**config.mk**
```make
export PLATFORM = sky130hd
export DESIGN_NAME = tx_symbol_scheduler
export DESIGN_NICKNAME = d
export VERILOG_FILES = /design/src/rtl/tx_sym_pkg.sv /design/src/rtl/tx_symbol_scheduler_os_gen.sv /design/src/rtl/tx_symbol_scheduler.sv
export SDC_FILE = /design/constraint.sdc
export NUM_CORES = 1
export LEC_CHECK = 0
export ABC_AREA = 1
export BUFFER_PORTS_ARGS = -buffer_cell sky130_fd_sc_hd__buf_4
export CAP_MARGIN = 25
export CORE_MARGIN = 4
export CORE_UTILIZATION = 25
export DETAILED_ROUTE_END_ITERATION = 7
export SYNTH_ARGS = -nofsm -noshare
export SYNTH_HDL_FRONTEND = slang
export SYNTH_SLANG_ARGS = --single-unit
```
**constraint.sdc**
```tcl
create_clock -name clk -period 3.25 [get_ports clk]
set_clock_uncertainty 0.15 [all_clocks]
set_input_delay 0 -clock clk [delete_from_list [all_inputs] [get_ports clk]]
set_output_delay 0 -clock clk [all_outputs]
set_load 0.05 [all_outputs]
```
**src/rtl/tx_sym_pkg.sv**
```systemverilog
// Shared symbol codes, scheduler state encoding and ordered-set defaults for
// the transmit path (scheduler and transmitter mux decode).
package tx_sym_pkg;

    typedef logic [3:0] sym_t;

    // control_dk symbol-select codes
    localparam sym_t SYM_DATA = 4'b0000;
    localparam sym_t SYM_COM  = 4'b0001;
    localparam sym_t SYM_SKP  = 4'b0010;
    localparam sym_t SYM_STP  = 4'b0011;
    localparam sym_t SYM_SDP  = 4'b0100;
    localparam sym_t SYM_END  = 4'b0101;
    localparam sym_t SYM_EDB  = 4'b0110;
    localparam sym_t SYM_FTS  = 4'b0111;
    localparam sym_t SYM_IDLE = 4'b1000;

    // scheduler state encoding
    localparam logic [3:0] ST_DISABLED = 4'd0;
    localparam logic [3:0] ST_FTS_COM  = 4'd1;
    localparam logic [3:0] ST_FTS_BODY = 4'd2;
    localparam logic [3:0] ST_IDLE     = 4'd3;
    localparam logic [3:0] ST_SKP_COM  = 4'd4;
    localparam logic [3:0] ST_SKP_BODY = 4'd5;
    localparam logic [3:0] ST_HDR      = 4'd6;
    localparam logic [3:0] ST_DATA     = 4'd7;
    localparam logic [3:0] ST_END      = 4'd8;

    localparam int DEF_LANES        = 4;
    localparam int DEF_OS_SYMS      = 3;
    localparam int DEF_N_FTS        = 2;
    localparam int DEF_SKP_INTERVAL = 1180;
    localparam int DEF_LEN_W        = 8;

    // total symbols in one ordered set: COM run plus body run
    function automatic int os_len(input int lanes, input int os_syms);
        return lanes * (1 + os_syms);
    endfunction

endpackage

```
**src/rtl/tx_symbol_scheduler_os_gen.sv**
```systemverilog
// Ordered-set sequencer: counts a COM run of LANES symbols followed by a body
// run of LANES*OS_SYMS symbols of body_code, and looks one symbol ahead so the
// caller can register its output.
module os_gen
    import tx_sym_pkg::*;
#(
    parameter int LANES   = DEF_LANES,
    parameter int OS_SYMS = DEF_OS_SYMS
) (
    input  logic clk,
    input  logic rst,
    input  logic start,
    input  sym_t body_code,
    output logic com_last,
    output logic done,
    output sym_t nxt_sym
);

    localparam int OS_LEN = os_len(LANES, OS_SYMS);
    localparam int CNT_W  = $clog2(OS_LEN);
    localparam logic [CNT_W-1:0] CNT_TOP  = CNT_W'(OS_LEN - 1);
    localparam logic [CNT_W-1:0] BODY_LEN = CNT_W'(LANES * OS_SYMS);

    logic             active;
    logic [CNT_W-1:0] cnt;

    // Down-count the symbols left in the current ordered set; start reloads.
    always_ff @(posedge clk) begin
        if (!rst) begin
            active <= 1'b0;
            cnt    <= '0;
        end else if (start) begin
            active <= 1'b1;
            cnt    <= CNT_TOP;
        end else if (active) begin
            if (cnt == '0) begin
                active <= 1'b0;
            end else begin
                cnt <= cnt - 1'b1;
            end
        end
    end

    assign com_last = active && (cnt == BODY_LEN);
    assign done     = active && (cnt == '0);

    // Symbol for the next cycle: COM while the COM run continues, else body.
    always_comb begin
        nxt_sym = body_code;
        if (start || (active && (cnt > BODY_LEN))) begin
            nxt_sym = SYM_COM;
        end
    end

endmodule

```
**src/rtl/tx_symbol_scheduler.sv**
```systemverilog
// Transmit symbol scheduler: FTS training after enable, periodic SKP
// insertion, STP/SDP-framed packets closed by END (or EDB on abort), IDLE fill.
//
// state       | meaning
// ------------+-----------------------------------------------
// DISABLED    | link off, IDLE out, SKP timer held at 0
// FTS_COM     | COM run of an FTS ordered set
// FTS_BODY    | FTS body run; repeats N_FTS sets
// IDLE        | IDLE out, arbitrate SKP > packet > disable
// SKP_COM     | COM run of a SKP ordered set
// SKP_BODY    | SKP body run
// HDR         | STP/SDP out with pkt_ack, length latched
// DATA        | data symbols, data_rd high
// END         | END, or EDB when the packet was aborted
module tx_symbol_scheduler
    import tx_sym_pkg::*;
#(
    parameter int LANES        = DEF_LANES,
    parameter int OS_SYMS      = DEF_OS_SYMS,
    parameter int N_FTS        = DEF_N_FTS,
    parameter int SKP_INTERVAL = DEF_SKP_INTERVAL,
    parameter int LEN_W        = DEF_LEN_W
) (
    input  logic             clk,
    input  logic             rst,
    input  logic             enb,
    input  logic             pkt_req,
    input  logic             pkt_type,
    input  logic [LEN_W-1:0] pkt_len,
    input  logic             pkt_abort,
    output logic [3:0]       control_dk,
    output logic             pkt_ack,
    output logic             data_rd,
    output logic             busy,
    output logic             skp_pending
);

    localparam int TMR_W = $clog2(SKP_INTERVAL);
    localparam logic [TMR_W-1:0] TMR_LAST = TMR_W'(SKP_INTERVAL - 1);
    localparam int FTS_W = (N_FTS > 1) ? $clog2(N_FTS) : 1;
    localparam logic [FTS_W-1:0] FTS_LAST = FTS_W'(N_FTS - 1);
    localparam logic [LEN_W-1:0] LEN_ONE  = LEN_W'(1);

    logic [3:0]       state;
    logic [3:0]       nxt_state;
    logic             os_start;
    logic             os_com_last;
    logic             os_done;
    sym_t             os_body;
    sym_t             os_nxt_sym;
    sym_t             nxt_sym;
    logic [TMR_W-1:0] skp_tmr;
    logic [FTS_W-1:0] fts_cnt;
    logic [LEN_W-1:0] len_cnt;
    logic             in_fts;
    logic             tmr_run;
    logic             tmr_expire;

    assign in_fts     = (state == ST_FTS_COM) || (state == ST_FTS_BODY);
    assign tmr_run    = (state != ST_DISABLED) && !in_fts;
    assign tmr_expire = tmr_run && (skp_tmr == TMR_LAST);
    // Only DISABLED and the FTS states ever launch an FTS set.
    assign os_body    = ((state == ST_DISABLED) || in_fts) ? SYM_FTS : SYM_SKP;

    os_gen #(
        .LANES   (LANES),
        .OS_SYMS (OS_SYMS)
    ) u_os_gen (
        .clk       (clk),
        .rst       (rst),
        .start     (os_start),
        .body_code (os_body),
        .com_last  (os_com_last),
        .done      (os_done),
        .nxt_sym   (os_nxt_sym)
    );

    // Next-state decision and ordered-set launch.
    always_comb begin
        nxt_state = state;
        os_start  = 1'b0;
        case (state)
            ST_DISABLED: begin
                if (enb) begin
                    nxt_state = ST_FTS_COM;
                    os_start  = 1'b1;
                end
            end
            ST_FTS_COM: begin
                if (os_com_last) nxt_state = ST_FTS_BODY;
            end
            ST_FTS_BODY: begin
                if (os_done) begin
                    if (fts_cnt == FTS_LAST) begin
                        nxt_state = ST_IDLE;
                    end else begin
                        nxt_state = ST_FTS_COM;
                        os_start  = 1'b1;
                    end
                end
            end
            ST_IDLE: begin
                if (skp_pending) begin
                    nxt_state = ST_SKP_COM;
                    os_start  = 1'b1;
                end else if (pkt_req) begin
                    nxt_state = ST_HDR;
                end else if (!enb) begin
                    nxt_state = ST_DISABLED;
                end
            end
            ST_SKP_COM: begin
                if (os_com_last) nxt_state = ST_SKP_BODY;
            end
            ST_SKP_BODY: begin
                if (os_done) nxt_state = ST_IDLE;
            end
            ST_HDR: begin
                nxt_state = (len_cnt == '0) ? ST_END : ST_DATA;
            end
            ST_DATA: begin
                if (pkt_abort || (len_cnt == LEN_ONE)) nxt_state = ST_END;
            end
            ST_END: begin
                nxt_state = ST_IDLE;
            end
            default: begin
                nxt_state = ST_DISABLED;
            end
        endcase
    end

    // Symbol that the decision above puts on the wire next cycle.
    always_comb begin
        nxt_sym = SYM_IDLE;
        case (nxt_state)
            ST_FTS_COM, ST_FTS_BODY,
            ST_SKP_COM, ST_SKP_BODY: nxt_sym = os_nxt_sym;
            ST_HDR:                  nxt_sym = pkt_type ? SYM_SDP : SYM_STP;
            ST_DATA:                 nxt_sym = SYM_DATA;
            ST_END:                  nxt_sym = (state == ST_DATA && pkt_abort) ? SYM_EDB : SYM_END;
            default:                 nxt_sym = SYM_IDLE;
        endcase
    end

    // State and registered outputs.
    always_ff @(posedge clk) begin
        if (!rst) begin
            state      <= ST_DISABLED;
            control_dk <= SYM_IDLE;
            pkt_ack    <= 1'b0;
            data_rd    <= 1'b0;
            busy       <= 1'b0;
        end else begin
            state      <= nxt_state;
            control_dk <= nxt_sym;
            pkt_ack    <= (nxt_state == ST_HDR);
            data_rd    <= (nxt_state == ST_DATA);
            busy       <= !((nxt_state == ST_IDLE) || (nxt_state == ST_DISABLED));
        end
    end

    // FTS set counter and packet length latch/count-down.
    always_ff @(posedge clk) begin
        if (!rst) begin
            fts_cnt <= '0;
            len_cnt <= '0;
        end else begin
            if (state == ST_DISABLED) begin
                fts_cnt <= '0;
            end else if (state == ST_FTS_BODY && os_done) begin
                fts_cnt <= fts_cnt + 1'b1;
            end
            if (state == ST_IDLE && nxt_state == ST_HDR) begin
                len_cnt <= pkt_len;
            end else if (state == ST_DATA) begin
                len_cnt <= len_cnt - 1'b1;
            end
        end
    end

    // SKP interval timer; an expiry while a SKP is already owed is absorbed.
    always_ff @(posedge clk) begin
        if (!rst) begin
            skp_tmr     <= '0;
            skp_pending <= 1'b0;
        end else begin
            if (state == ST_DISABLED) begin
                skp_tmr <= '0;
            end else if (tmr_run) begin
                skp_tmr <= tmr_expire ? '0 : skp_tmr + 1'b1;
            end
            if (state == ST_IDLE && skp_pending) begin
                skp_pending <= 1'b0;
            end else if (tmr_expire) begin
                skp_pending <= 1'b1;
            end
        end
    end

endmodule
```
==> flow_summary.ini, run 1 <==
[final_layout]
final_area_um2 = 2740
layout_commonest_cell = nand2_1
area_growth_pct = 23.0
final_cell_mix = nand2_1, inv_1, nor2_1
nets = 390
finalNonFillerCells = 479
drive_above_1_share = 0.154
n_antenna_cell = 0
fillCellCount = 968

[run_status]
status = finished, final reports clean

[grt]
antenna_found_initial = 0
grt_pass1_wl_um = 9130
groute.usage.overall = 0.109
grt_max_degree = 19
grt_pass1_vias = 2064
overflow = 0

[floorplan]
num_io_pins = 22
dieArea_um2 = 10500
core_area_um2 = 8680
placementRows = 34
die_height_um = 102
die_width_um = 102
initial_utilization = 0.257

[worst_setup_path]
crit_slowest_cell = dfxtp_1
crit_chain = inv_1, ha_1, nand2_1, nor2_1, o21ai_0, and3_1, nand2_2, nand2_1, nand3_1, nand2_1, nand2_1, a21oi_1
crit_top_cell = nand2_1
reg2reg_from = u_os_gen.cnt[0]
cp_num_buf_inv = 1
ff2ff_setup_slack_ps = 1060
cp_slowest_stage_delay_ps = 320
rr_endpoint = control_dk[2]
cp_max_fo = 10
worstSetupPathType = reg2reg
r2r_cells = 12
arrival_ps = 2220
worstPathRequired_ps = 3280
critPathLaunchType = register
path_delay_family = simple AND/OR/NAND/NOR gates
cp-end-kind = register

[synth]
yosys.area.top_type = dfxtp_1
syn_inst = 332
ys_types = 34
synth_top_cell_area_share = 0.332
synth_area_leaders = dfxtp_1, nand2_1, inv_1
yosys_warnings = 0
synth_area_um2 = 2230
ys_seq_area_frac = 0.332
syn_nets = 352
ys_ff_latch = 37
syn_avg_cell_area_um2 = 6.71

[sta]
fmax_mhz = 456
tightest_slew_ps = 340
setup_viol = 0
hold_viol = 0
setup_tns_ps = 0
fin_crit_ps = 2190
relSlewSlack = 0.771
period_share = 0.674
rsz0062_at_grt = false
slew_viol_final = 0
setup_ws_ps = 1060

[route]
routed_via_density = 4.45
remaining_drc_errors = 0
wl_per_cell_um = 10.9
drtAntennaViolNets = 0
firstDrtPassIters = 4
dr.first_iter.drc_count = 136
dr_total_vias = 2132
drt_wl_total_um = 5200

[clock_network]
cts_tree = yes
cts_max_path_buffers = 2
path_clk_slew_ps = 80
cts-root-buf = clkbuf_8
cts_resized = 0
cts_hold_buf = 11
clock_latency_ps = 300
numCtsBuffers = 5
cts_setup_buffers = 0
htreeDepth = 2
clock-sinks = 37

[placed_design]
gp_congestion = 0.836
dpl_cell_area_um2 = 2510
dp.cells = 460
hpwl_um = 3980
portBuffers = 21
pre_cts_ws_ps = 1100

[power]
power.leakage_uw = 0.00130
ir_worst_vdd_uv = 163
p_per_area_nw_per_um2 = 383

[min_path]
min_to = state[2]
min_path_cells = 7
min-delay-start = pkt_req
hp-class = in2reg

[run]
maxCapViolations = 0
metrics by stage:
stage	total power (uW)	utilization	hold slack (ps)
after floorplan	580	-	-61.7
after global placement	623	0.290	119
after detailed placement	625	0.290	124
after CTS	1060	0.316	103
after global routing	1100	0.316	158
final	1050	0.316	117
cell type report:
cell class | instances | area, um^2 | area share
Clock buffer | 7 | 86.3 | 0.0315
Sequential cell | 37 | 741 | 0.270
Timing Repair Buffer | 33 | 275 | 0.100
Clock inverter | 1 | 30.0 | 0.0110
Inverter | 55 | 206 | 0.0753
Multi-Input combinational cell | 238 | 1270 | 0.462
Tap cell | 108 | 135 | 0.0493
per-layer routing:
layer | global-route usage | routed length, um | vias up
met5 | 0 | 0 | -
met3 | 0.0205 | 149 | 11
met1 | 0.140 | 2450 | 964
met2 | 0.182 | 2510 | 29
met4 | 0.0394 | 86 | 0
li1 | - | - | 1128
flip-flops by register name, indices dropped and copies added (netlist names):
register and flops:
u_os_gen.cnt 4, busy 1, fts_cnt 1, u_os_gen.active 1, control_dk 4, state 4
data_rd 1, len_cnt 8, pkt_ack 1, skp_pending 1, skp_tmr 11
cells in the mapped netlist (all sizes together):
master / instances
o21bai: 1
nor3b: 2
inv: 54
nand3: 28
a21oi: 20
ha: 6
a211oi: 1
dfxtp: 37
nand2: 80
buf: 1
and2: 2
xnor2: 3
nand4: 5
nor2: 53
a21o: 1
xor2: 6
nor4: 1
clkinv: 1
and3: 2
nor3: 11
clkbuf: 1
o21ai: 16
cell families after synthesis:
kind of cell	share of synthesized area
DFF	0.332
buffers and inverters	0.0994
xor gates and xnor gates	0.0354
and+or+nand+nor	0.403
adders and majority gates	0.0337
AOI/OAI and AO/OA	0.0960
tightest hold or removal path, cell delays in order:
cell     delay (ps)
buf_4            90
nor2_1           40
nand2_1          50
a21oi_1          70
nand4_2         120
inv_2            70
nor2_1           80
worst max path at each step:
| stage | from | to | slack (ps) | depth (start not counted) |
|---|---|---|---|---|
| 2_1_floorplan | skp_pending | len_cnt[0] | 1230 | 12 |
| 3_3_place_gp | u_os_gen.cnt[0] | control_dk[0] | 1120 | 12 |
| 3_5_place_dp | u_os_gen.cnt[0] | control_dk[0] | 1100 | 12 |
| 4_1_cts | len_cnt[0] | control_dk[2] | 1070 | 12 |
| 5_1_grt | u_os_gen.cnt[0] | len_cnt[3] | 720 | 12 |
| 6_report | u_os_gen.cnt[0] | control_dk[2] | 1060 | 12 |
where the power goes:
part | total [uW] | internal, uW | leakage [uW] | switching (uW)
Clock | 423 | 250 | 0.0000585 | 173
Sequential | 481 | 468 | 0.000301 | 12.3
Combinational | 144 | 55.9 | 0.000937 | 88.5
Total | 1050 | 775 | 0.00130 | 274
No activity file was read; power rests on OpenSTA's default activity.
==> run 2: changes to the inputs <==
ABC_AREA = 0   (was 1)
clock period = 2.05 ns   (was 3.25 ns; I/O delays follow)
==> run 2 against run 1 <==
  * The run now ends with negative setup slack left
  * Die area decreased by 4.5%
  * Critical path depth decreased by 4
  * Cell count decreased by 5.4%
  * Routed wire length increased by 17%
  * Non-clock buffer count increased by 77
  * Final area increased by 27%
  * Sequential cell count unchanged
  * Synthesized cell count decreased by 26%
  * Register-to-register slack got worse by 1300 ps
  * Utilization increased by 11 points
  * Sequential power increased by 59%
  * Total power increased by 57%
  * Critical path type unchanged
==> flow_summary.ini, run 2 <==
[run_status]
status = finished, violations left
failed_checks = negative setup slack

[final_layout]
layout_commonest_cell = buf_4
n_antenna_cell = 0
final_cell_mix = buf_4, dfxtp_1, nor2_1
reg_top3 = skp_tmr x11, len_cnt x8
finalNonFillerCells = 453
area_growth_pct = 64.6
largest_reg_flops = 11
nets = 367
largest-register = skp_tmr
drive_above_1_share = 0.463

[synth]
syn_avg_cell_area_um2 = 8.66
syn_nets = 265
synth_common_cells = dfxtp_1, nor2_1, nand2_1
synth_edf_count = 0
synth_top_cell_area_share = 0.349
ys_seq_area_frac = 0.349
syn_inst = 245
ys_ff_latch = 37
ys.flop_type = dfxtp_1
synth-async-reset-ratio = 0
yosys_warnings = 0
yosys.cell_count.top_type = dfxtp_1
yosys.area.top_type = dfxtp_1
ys_types = 56
synth_area_um2 = 2120
synth_area_leaders = dfxtp_1, a21boi_0, nor2_1

[worst_setup_path]
arrival_ps = 2290
worstPathRequired_ps = 2100
cp-end-kind = register
path_delay_family = compound AO/OA/AOI/OAI gates
crit_slowest_cell = or3b_4
critPathLaunchType = register
cp_num_buf_inv = 1
cp_max_fo = 3
worstSetupPathType = reg2reg
cp_slowest_stage_delay_ps = 380
crit_chain = inv_2, ha_4, and4bb_4, or3b_4, a31o_4, o31a_1, a311o_1, o311a_1

[placed_design]
dp.cells = 413
portBuffers = 21
hpwl_um = 4070
gp_congestion = 0.824

[sta]
fin_crit_ps = 2240
period_share = 1.09
fmax_mhz = 446
slew_viol_final = 0
setup_ws_ps = -193
relSlewSlack = 0.641
setup_viol = 13
tightest_slew_ps = 536
rsz0062_at_grt = true
holdWs_ps = 108
hold_viol = 0

[grt]
antenna_found_initial = 0
grt_max_degree = 27
busiest_layer = met2
grt_pass1_vias = 2123
groute.usage.overall = 0.118
grt_util_met1 = 0.145
use_met3 = 0.0257
use_met2 = 0.199
overflow = 0
grt_pass1_wl_um = 9660

[power]
internal_power_uw = 1180
swShare = 0.287
power.leakage_uw = 0.00146
power.combinational.fraction = 0.219
ir_worst_vdd_uv = 234
power_switching_uw = 474
p_per_area_nw_per_um2 = 472
clkPwrFrac = 0.318
seq_power_share = 0.464

[clock_network]
htreeDepth = 2
numCtsBuffers = 5
cts_max_path_buffers = 2
cts-root-buf = clkbuf_8
clock_latency_ps = 300
path_clk_slew_ps = 80
cts_tree = yes
clock-sinks = 37

[min_path]
hp-class = in2reg

[route]
firstDrtPassIters = 4
routed_via_density = 4.79
drt_wl_total_um = 6080
dr.first_iter.drc_count = 52
wl_per_cell_um = 13.4
remaining_drc_errors = 0
drtAntennaViolNets = 0
dr_total_vias = 2170

[floorplan]
initial_utilization = 0.258
core_area_um2 = 8220
die_width_um = 100
dieArea_um2 = 10000
placementRows = 33
num_io_pins = 22
die_height_um = 100

[run]
maxCapViolations = 0
run 2: changes by cell type after synthesis, sizes merged, moves of 7 or more:
cell	delta
inv	-47
nand3	-23
a21boi	+12
o21ai	-9
or3	+11
nand2	-61
nor2	-32
a21oi	-10
buf	+7
run 2: metrics by stage:
step	setup slack (ps)	instance area, um^2	utilization	TNS (ps)	total power [uW]
2_1_floorplan	-134	2160	-	-607	936
3_3_place_gp	-226	2790	0.340	-2380	1050
3_5_place_dp	-305	2790	0.340	-2990	1050
4_1_cts	-188	3160	0.385	-993	1620
5_1_grt	-236	3490	0.425	-2340	1710
6_report	-193	3490	0.425	-1050	1650
run 2: cells by family (layout without fill, tap and decap cells):
logic type	count (synthesis)	after routing	share of synthesized area
AO/OA/AOI/OAI	63	63	0.229
AND/OR/NAND/NOR	100	100	0.266
flip-flops	37	37	0.349
XOR/XNOR	17	17	0.0702
buffers and inverters	22	125	0.0501
adder cells (fa/ha/maj)	6	6	0.0354
run 2: power groups by stage:
| stage | combinational [uW] | sequential, uW | clock (uW) |
|---|---|---|---|
| 3_3_place_gp | 271 | 779 | 0 |
| 6_report | 360 | 765 | 524 |
| 4_1_cts | 323 | 761 | 533 |
| 3_5_place_dp | 276 | 779 | 0 |
| 2_1_floorplan | 139 | 798 | 0 |
| 5_1_grt | 387 | 768 | 555 |
run 2: worst paths after layout:
kind / start / endpoint / slack (ps) / cells past startpoint
worst min register to register: skp_tmr[1] / skp_tmr[1] / 350 / 2
worst max register to register: u_os_gen.cnt[1] / control_dk[2] / -190 / 8
worst min-delay path: pkt_type / control_dk[0] / 110 / 4
worst max-delay path: u_os_gen.cnt[1] / control_dk[2] / -190 / 8
run 2: worst register-to-register path: stages, from the launching register on:
cell and delay, ps:
dfxtp_2 320, inv_2 70, ha_4 150, and4bb_4 270, or3b_4 380, a31o_4 230
o31a_1 130, a311o_1 330, o311a_1 120
run 2: area by class of cell:
| type | count | area [um^2] |
|---|---|---|
| flip-flops and latches | 37 | 757 |
| well taps | 105 | 131 |
| inverters | 7 | 26.3 |
| clock inverters | 3 | 17.5 |
| repair buffers | 110 | 932 |
| multi-input cells | 186 | 1560 |
| clock buffers | 5 | 68.8 |
| fillers | 781 | 4730 |
run 2: per-layer routing:
layer	vias up	part of all wire
met5	-	0
met4	0	0.023
met3	13	0.035
met2	40	0.48
met1	1019	0.46
li1	1098	-
run 2: timing repair:
action / CTS / global route
setup buffers: 8 / 14
endpoints found under the setup margin: 16 / 26
pin swaps: 8 / 16
endpoints found under the hold margin: 24 / 0
gates cloned: 0 / 1
hold buffers: 10 / 0
gates resized for setup: 32 / 51
==> run 3: changes to the inputs <==
CORE_UTILIZATION = 35   (was 25)
==> run 3 against run 2 <==
  * The run still ends with negative setup slack left
  * First-iteration DRC count is 38% higher
  * Die area fell by 26%
  * Final area shrank 6.2%
  * Critical path depth grew 2
  * Sequential share of layout area up 1.4 points
==> flow_summary.ini, run 3 (synthesis gave the netlist of run 2 again) <==
[run_status]
status = finished, violations left
failed_checks = negative setup slack

[placed_design]
dpl_cell_area_um2 = 2720
pre_cts_ws_ps = -245
portBuffers = 21
hpwl_um = 3980
gp_congestion = 0.877

[grt]
use_met3 = 0.0394
antenna_found_initial = 0
grt_pass1_vias = 2176
groute.usage.overall = 0.168
grt_util_met1 = 0.201
overflow = 0
use_met2 = 0.297
busiest_layer = met2
grt_pass1_wl_um = 9960
grt_max_degree = 27

[power]
seq_power_share = 0.433
internal_power_uw = 1290
power_uw = 1760
power.leakage_uw = 0.00135
power.combinational.fraction = 0.196
p_per_area_nw_per_um2 = 537
swShare = 0.269
ir_worst_vdd_uv = 466
clkPwrFrac = 0.371
power_switching_uw = 472

[floorplan]
die_height_um = 85.8
die_width_um = 85.8
core_area_um2 = 5890
placementRows = 28
dieArea_um2 = 7370
num_io_pins = 22
initial_utilization = 0.360

[route]
dr_total_vias = 2132
drt_wl_total_um = 5870
routed_via_density = 5.20
remaining_drc_errors = 0
drtAntennaViolNets = 0
dr.first_iter.drc_count = 72
firstDrtPassIters = 4
wl_per_cell_um = 14.3

[clock_network]
numCtsBuffers = 5
htreeDepth = 2
cts_max_path_buffers = 2
path_clk_slew_ps = 90
cts-root-buf = clkbuf_8
cts_tree = yes
clock_latency_ps = 300
clock-sinks = 37

[worst_setup_path]
arrival_ps = 2290
critPathLaunchType = register
cp_max_fo = 7
worstPathRequired_ps = 2090
cp-end-kind = register
worstSetupPathType = reg2reg
r2r_cells = 10

[final_layout]
n_antenna_cell = 0
nets = 354
drive_above_1_share = 0.421
reg_top3 = skp_tmr x11, len_cnt x8
largest_reg_flops = 11
final_cell_mix = buf_4, dfxtp_1, nor2_1
area_growth_pct = 54.3
layout_commonest_cell = buf_4
final_area_um2 = 3270
largest-register = skp_tmr

[sta]
setup_viol = 14
setup_tns_ps = -2030
fin_crit_ps = 2250
hold_viol = 0
setup_ws_ps = -203
rsz0062_at_grt = true
fmax_mhz = 444
relSlewSlack = 0.702
holdWs_ps = 123
period_share = 1.10
tightest_slew_ps = 444
slew_viol_final = 0

[run]
maxCapViolations = 0

[min_path]
min_path_cells = 4
hp-class = in2reg
[run 3: cell type report]
class                           instances  area (um^2)
Sequential cell                        37          757
Clock buffer                            5         68.8
Timing Repair Buffer                   96          768
Multi-Input combinational cell        187         1510
Clock inverter                          3         46.3
Inverter                                7         26.3
Tap cell                               75         93.8
Fill cell                             535         2610
[run 3: stage by stage]
stage | utilization | cells
after floorplan | - | 245
after global placement | 0.461 | 378
after detailed placement | 0.461 | 378
after CTS | 0.541 | 406
after global routing | 0.556 | 410
final | 0.556 | 410
[run 3: path summary, 6_finish.rpt]
| path | start | endpoint | slack (ps) |
|---|---|---|---|
| max | u_os_gen.cnt[1] | len_cnt[5] | -200 |
| min | pkt_type | control_dk[1] | 120 |
| max reg2reg | u_os_gen.cnt[1] | len_cnt[5] | -200 |
| min reg2reg | skp_tmr[1] | skp_tmr[1] | 340 |
[run 3: metal layers]
layer	up-vias	wire length [um]
li1	1078	-
met1	1000	2600
met2	44	2920
met3	10	248
met4	0	96
met5	-	0
[run 3: what timing repair did]
item                                    in CTS  in global routing
endpoints found under the setup margin      17                 27
hold buffers                                10                  0
pin swaps                                    6                  9
buffers inserted                             9                  4
resized for setup                           38                 24
hold endpoints to repair                    25                  0
cloned                                       1                  0
[run 3: power by group through the flow]
stage | logic, uW | registers [uW] | clock network (uW)
after floorplan | 139 | 798 | 0
after global placement | 269 | 777 | 0
after detailed placement | 271 | 779 | 0
after CTS | 324 | 761 | 675
after global routing | 372 | 764 | 705
final | 344 | 761 | 653
[run 3: worst max-delay path, cell delays in order, from the launching register on]
cell      delay, ps
dfxtp_2         340
inv_2            50
ha_4            160
and4bb_2        270
buf_4           140
buf_6           110
a211oi_4        240
nor4_4           80
buf_4           180
or3_1           300
o211a_1         130
